### config.mk
export PLATFORM = sky130hd
export DESIGN_NAME = uart_tx_arb
export DESIGN_NICKNAME = d
export VERILOG_FILES = /design/src/rtl/uart_tx_arb.sv
export SDC_FILE = /design/constraint.sdc
export NUM_CORES = 1
export LEC_CHECK = 0
export CAP_MARGIN = 20
export CORE_UTILIZATION = 44
export CTS_CLUSTER_SIZE = 30
export DETAILED_ROUTE_END_ITERATION = 10
export GPL_TIMING_DRIVEN = 0
export PLACE_DENSITY_LB_ADDON = 0.12
export SLEW_MARGIN = 0
export SYNTH_ARGS = -nofsm -noshare
export SYNTH_HDL_FRONTEND = slang
export SYNTH_SLANG_ARGS = --single-unit
### constraint.sdc
create_clock -name clk_u -period 1.9 [get_ports clk_u]
set_input_delay 0.285 -clock clk_u [delete_from_list [all_inputs] [get_ports clk_u]]
set_output_delay 0.285 -clock clk_u [all_outputs]
set_load 0.02 [all_outputs]
### src/rtl/uart_tx_arb.sv
// Frame-level round-robin arbiter feeding one UART transmitter.
//
// Two byte-stream sources (s0: ADC sample frames, s1: housekeeping frames) compete for the
// UART. Once a source is granted it owns the UART until its last byte has been sent. A
// watchdog aborts a frame that stalls for TIMEOUT_LEN cycles. No grant is issued until
// enable (initialization complete) is high.
//
// Ports:
//   clk_u        UART-domain clock
//   rst          asynchronous active-low reset
//   enable       initialization complete; sampled only while idle
//   sX_valid     source X byte available
//   sX_data      source X byte
//   sX_last      byte is the last of its frame
//   sX_ready     source X byte accepted this cycle (combinational)
//   tx_data      byte to the UART, held until the next tx_start
//   tx_start     one-cycle launch pulse to the UART
//   tx_busy      UART busy
//   grant        one-hot owner of the UART (bit0 = s0), 2'b00 when idle
//   timeout_err  one-cycle pulse on watchdog abort
module uart_tx_arb #(
  parameter logic [15:0] TIMEOUT_LEN = 16'd1000
) (
  input  logic       clk_u,
  input  logic       rst,
  input  logic       enable,
  input  logic       s0_valid,
  input  logic [7:0] s0_data,
  input  logic       s0_last,
  output logic       s0_ready,
  input  logic       s1_valid,
  input  logic [7:0] s1_data,
  input  logic       s1_last,
  output logic       s1_ready,
  output logic [7:0] tx_data,
  output logic       tx_start,
  input  logic       tx_busy,
  output logic [1:0] grant,
  output logic       timeout_err
);

  typedef enum logic [1:0] {StIdle, StXfer, StWaitBusy, StWaitDone} state_e;

  state_e      state_q;
  logic [1:0]  grant_q;
  logic        ptr_q;      // index of the source granted most recently
  logic [15:0] cnt_q;      // watchdog: stalled cycles since the last accept
  logic        last_q;
  logic [7:0]  tx_data_q;
  logic        tx_start_q;
  logic        timeout_q;

  logic        accept;
  logic [7:0]  sel_data;
  logic        sel_last;
  logic        wd_hit;
  logic [15:0] cnt_inc;
  logic [1:0]  grant_pick;

  assign s0_ready = (state_q == StXfer) && grant_q[0] && s0_valid && !tx_busy;
  assign s1_ready = (state_q == StXfer) && grant_q[1] && s1_valid && !tx_busy;

  always_comb begin
    accept   = s0_ready | s1_ready;
    sel_data = grant_q[1] ? s1_data : s0_data;
    sel_last = grant_q[1] ? s1_last : s0_last;
    cnt_inc  = cnt_q + 16'd1;
    // Abort on the edge that completes the TIMEOUT_LEN-th stalled cycle.
    wd_hit   = (cnt_q == TIMEOUT_LEN - 16'd1);
    // On a tie the source that was not granted last wins.
    if (s1_valid && (!s0_valid || !ptr_q)) begin
      grant_pick = 2'b10;
    end else begin
      grant_pick = 2'b01;
    end
  end

  always_ff @(posedge clk_u or negedge rst) begin
    if (!rst) begin
      state_q    <= StIdle;
      grant_q    <= 2'b00;
      ptr_q      <= 1'b1;
      cnt_q      <= 16'd0;
      last_q     <= 1'b0;
      tx_data_q  <= 8'h00;
      tx_start_q <= 1'b0;
      timeout_q  <= 1'b0;
    end else begin
      tx_start_q <= 1'b0;
      timeout_q  <= 1'b0;
      unique case (state_q)
        StIdle: begin
          cnt_q <= 16'd0;
          if (enable && (s0_valid || s1_valid)) begin
            grant_q <= grant_pick;
            state_q <= StXfer;
          end
        end
        StXfer: begin
          if (accept) begin
            tx_data_q  <= sel_data;
            last_q     <= sel_last;
            tx_start_q <= 1'b1;
            cnt_q      <= 16'd0;
            state_q    <= StWaitBusy;
          end else if (wd_hit) begin
            timeout_q <= 1'b1;
            ptr_q     <= grant_q[1];
            grant_q   <= 2'b00;
            cnt_q     <= 16'd0;
            state_q   <= StIdle;
          end else begin
            cnt_q <= cnt_inc;
          end
        end
        StWaitBusy, StWaitDone: begin
          if (wd_hit) begin
            timeout_q <= 1'b1;
            ptr_q     <= grant_q[1];
            grant_q   <= 2'b00;
            cnt_q     <= 16'd0;
            state_q   <= StIdle;
          end else begin
            cnt_q <= cnt_inc;
            if (state_q == StWaitBusy) begin
              if (tx_busy) begin
                state_q <= StWaitDone;
              end
            end else if (!tx_busy) begin
              if (last_q) begin
                ptr_q   <= grant_q[1];
                grant_q <= 2'b00;
                state_q <= StIdle;
              end else begin
                state_q <= StXfer;
              end
            end
          end
        end
        default: state_q <= StIdle;
      endcase
    end
  end

  assign tx_data     = tx_data_q;
  assign tx_start    = tx_start_q;
  assign grant       = grant_q;
  assign timeout_err = timeout_q;

endmodule
=== Yosys cells after proc, flatten, opt, wreduce, memory -nomap -nowiden ===
Cells that the tools add are included.

* Register bits after elaboration: 32
* Input bits: 24
* Word-level logic and storage cells: 77

* Add/subtract/negate cells: 1
* Equality and inequality tests: 13
* Multiplexer cells: 34
* Bitwise operators: 1
* Reductions and logical operators: 20

{| class="wikitable"
|+ Operators by type and width
! cell !! number
|-
| case mux 16 bit (3 select lines) || 1
|-
| two-way mux 16 bit || 2
|-
| two-way mux 2 bit || 14
|-
| adder 16 x 1 -> 16 bit, second input constant || 1
|-
| == test 16 x 10 -> 1 bit, second input constant || 1
|-
| two-way mux 1 bit || 12
|-
| != test 3 bit, second input constant || 4
|-
| case mux 2 bit (3 select lines) || 2
|-
| AND reduction 6 bit || 2
|-
| logical AND 1 bit || 8
|-
| two-way mux 8 bit || 1
|-
| != test 4 bit, second input constant || 2
|-
| != test 2 bit, second input constant || 3
|-
| == test 2 bit, second input constant || 2
|-
| case mux 1 bit (2 select lines) || 2
|-
| AND reduction 4 bit || 1
|-
| zero test 1 bit || 3
|-
| == test 2 x 1 -> 1 bit, second input constant || 1
|-
| zero test 2 bit || 1
|-
| logical OR 1 bit || 2
|-
| AND reduction 2 bit || 1
|-
| nonzero test 2 bit || 1
|-
| OR reduction 2 bit || 1
|-
| OR 1 bit || 1
|}

=== Depth between registers and ports, before layout ===
* Depth after elaboration: 7
* Mapped depth: 8

=== Least setup slack after synthesis ===
OpenSTA, ideal clock, no wires.

* Kind: register to register
* Start: register cnt_q[3]
* End: register ptr_q
* Arrival time: 2.004 ns
* Setup slack: -0.188 ns
* Cell stages (with the launch flop): 6
* Clock period less this slack: 2.088 ns
* Cells stage by stage: dfrtp_1 -> or4_1 -> or4_1 -> buf_2 -> a21oi_2 -> mux2_1

* Cells in the longest elaborated chain, start to end: 3
* Elaborated cells between the ends (all ways): 8

{| class="wikitable"
|+ RTL lines
! element !! RTL line !! RTL
|-
| start, declared || 47 || <nowiki>logic [15:0] cnt_q;</nowiki>
|-
| start signal, assigned || 113 || <nowiki>cnt_q <= cnt_inc;</nowiki>
|-
| start signal, assigned || 124 || <nowiki>cnt_q <= cnt_inc;</nowiki>
|-
| == test 16 x 10 -> 1 bit (*) || 69 || <nowiki>wd_hit = (cnt_q == TIMEOUT_LEN - 16'd1);</nowiki>
|-
| != test 3 bit (no source line) (tied with other cells) || -- ||
|-
| AND reduction 6 bit (no source line) / case mux 1 bit (2 select lines) (equally long branches) || -- ||
|-
| end signal, assigned || 108 || <nowiki>ptr_q <= grant_q[1];</nowiki>
|-
| end signal, assigned || 119 || <nowiki>ptr_q <= grant_q[1];</nowiki>
|-
| end signal, assigned || 131 || <nowiki>ptr_q <= grant_q[1];</nowiki>
|-
| end, declared || 46 || <nowiki>logic ptr_q;</nowiki>
|}

Mark *: on every way between the ends. The rest lies on a longest branch, timed or not.
A chain may end at the register's enable or synchronous reset.

=== Final worst setup path ===
* Start: register cnt_q[11]
* End: register ptr_q

The elaborated chain is that of the path after synthesis.

==> results.json <==
{
  "area_growth_syn_to_layout_pct": 41.11,
  "place.gp.congestion": 0.7260,
  "syn_area_mm2": 0.001555,
  "fp.dieH_um": 61.45,
  "rsz0062_at_grt": "yes",
  "synth_largest_area_cell": "dfrtp_1",
  "antenna_cells": 0,
  "critical_path_class": "flop to flop",
  "synth-async-reset-ratio": 1.000,
  "post_drt_wl_per_cell_um": 13.24,
  "root_buffer": "clkbuf_4",
  "drt-vias-per-instance": 5.108,
  "numPortBuffers": 37,
  "rr_worst_depth": 4,
  "drive_above_1_share": 0.1784,
  "leakage_nw": 0.9172,
  "setup_ws_ns": -0.1526,
  "relSlewSlack": 0.5486,
  "drv_cap": 0,
  "holdWs_ns": 0.3695,
  "start_util": 0.4624,
  "grt_remaining_overflow": 0,
  "startpoint_type": "flop",
  "regToRegEndpoint": "ptr_q",
  "synth_cell_type_count": 35,
  "slew_violations": 0,
  "status": "complete, but fails checks",
  "core_mm2": 0.003363,
  "timing.final.crit_share": 1.080,
  "synth_edf_count": 0,
  "max-vdd-ir-drop_uv": 706.9,
  "hold_viol": 0,
  "finalSetupTns_ns": -2.011,
  "vias": 1323,
  "dieWidth_um": 61.45,
  "powerDensity_mw_per_mm2": 1207,
  "setup_viol": 19,
  "cts-hold-fix-buffers": 0,
  "cts_tree": "done",
  "numClockSinks": 32,
  "hpwl_um": 2467,
  "syn-num-nets": 182,
  "drc": 0,
  "grt_pass1_vias": 1319,
  "netlist.area_leader.share": 0.4988,
  "ys_top_cells_by_area": "dfrtp_1, nor2_1, xnor2_1, mux2i_1, a21oi_1",
  "cts_made_buffers": 5,
  "r2r_start": "cnt_q[11]",
  "io_pins": 38,
  "synthCells": 157,
  "post-route-util": 0.6525,
  "setup.worst_path.end": "ptr_q",
  "avgSynthCellArea_um2": 9.906,
  "drt_iter0_markers": 81,
  "worst_pin_slew_ns": 0.6750,
  "clkLatencyLatePin_ns": 0.32,
  "drt-pass1-iter-count": 4,
  "worstPathMaxFanout": 5,
  "ys.flop_type": "dfrtp_1",
  "antenna_found_initial": 0,
  "routed_wl_um": 3430,
  "cp-startpoint": "cnt_q[11]",
  "finClkSkew_ns": 0.009801,
  "end_kind": "flop",
  "globalRouteTotalUtil": 0.2098,
  "r2r_slack_ns": -0.15,
  "cts_buffer_depth": 2,
  "yosys_warnings": 0,
  "crit_required_ns": 2.15,
  "arrival_ns": 2.31,
  "grt_max_degree": 22,
  "finalCriticalPeriod_ns": 2.053,
  "worstHoldPathType": "input port to async pin",
  "ant_nets": 0,
  "grt_pass1_wl_um": 5706,
  "cts.htree.levels": 2,
  "fmax_ghz": 0.4872,
  "yosys_register_bits": 32,
  "clk_pin_slew_ns": 0.10,
  "num_rows": 21,
  "ys_seq_area_frac": 0.5157,
  "fin_nets": 237,
  "violations": "setup timing",
  "dieArea_mm2": 0.003776
}
layout make-up:
type / instances / area (um^2)
Fill cell: 290 / 1169
Sequential cell: 32 / 802.0
Multi-Input combinational cell: 113 / 735.7
Timing Repair Buffer: 49 / 476.7
Clock buffer: 8 / 58.81
Tap cell: 46 / 57.56
Buffer: 5 / 41.29
Inverter: 6 / 22.52
cell usage after synthesis, types with 2 or more instances:
cell type / n
dfrtp_1: 31
nor2_1: 31
xnor2_1: 12
a21oi_1: 9
mux2i_1: 9
nand2_1: 7
inv_1: 6
nand3_1: 6
nor3_1: 5
nor4_1: 5
nand4_1: 4
or4_1: 3
buf_6: 2
clkbuf_1: 2
nor2b_1: 2
o21ai_0: 2
o21ai_1: 2
xor2_1: 2
power breakdown:
| group | internal (mW) | switching [mW] | leakage, nW | total (mW) |
|---|---|---|---|---|
| Sequential | 0.862 | 0.121 | 0.409 | 0.984 |
| Clock | 0.183 | 0.213 | 0.0326 | 0.396 |
| Combinational | 0.647 | 0.622 | 0.476 | 1.27 |
critical path: stages (launching register included):
cell and delay, ns:
dfrtp_1 0.41, or4_4 0.51, or4_4 0.59, a21oi_4 0.16, mux2_4 0.31
how the worst min path moves through the flow:
stage	startpoint	endpoint	slack, ns	cells past startpoint
after floorplan	rst	cnt_q[0]	-0.01	0
after global placement	cnt_q[0]	cnt_q[0]	0.44	1
after detailed placement	cnt_q[0]	cnt_q[0]	0.47	1
after CTS	rst	state_q[0]	0.37	1
after global routing	rst	grant[1]	0.37	1
final	rst	state_q[0]	0.37	1
routing by layer:
metal,GRT usage,wire length [um]
met3,0.05882,128
met4,0.06032,20
met1,0.2550,1515
met2,0.3649,1766
met5,0,0
what timing repair did:
| action | in CTS | in global routing |
|---|---|---|
| setup endpoints to repair | 32 | 32 |
| buffers inserted | 9 | 2 |
| gates resized for setup | 16 | 9 |
| pin swaps | 2 | 0 |
layout by cell type, fill, tap and decap left out, drive strengths merged, types with 2 or more instances in the layout:
master	count
or4	3
mux2i	9
xnor2	12
nand3	6
nor4	5
dfrtp	31
o21ai	4
nand4	4
nor2b	2
clkbuf	10
nor3	5
nor2	31
nand2	7
xor2	2
buf	17
inv	6
a21oi	10
clkdlybuf4s50	34
through the flow:
stage               instance area [um^2]  instances  total power, mW  setup slack [ns]
floorplan                           1565        157            1.679           -0.1785
global placement                    1993        240            2.054           -0.3846
detailed placement                  2021        241            2.102           -0.4099
CTS                                 2160        258            2.620           -0.1822
global route                        2195        259            2.843           -0.1936
finish                              2195        259            2.649           -0.1526
cell families after synthesis:
| kind of cell | count (synthesis) | share of synthesized area |
|---|---|---|
| simple gates | 66 | 0.2011 |
| compound gates | 22 | 0.09172 |
| buf+inv | 12 | 0.03942 |
| fa+ha+maj | 1 | 0.008044 |
| mux | 10 | 0.06517 |
| flops | 32 | 0.5157 |
| xor+xnor | 14 | 0.07884 |
registers in the layout (all words and copies together) (netlist names):
| register | flops |
|---|---|
| grant | 2 |
| cnt_q | 16 |
| last_q | 1 |
| tx_start | 1 |
| ptr_q | 1 |
| timeout_err | 1 |
| state_q | 2 |
| tx_data | 8 |
Power figures use the tool's default switching activity.
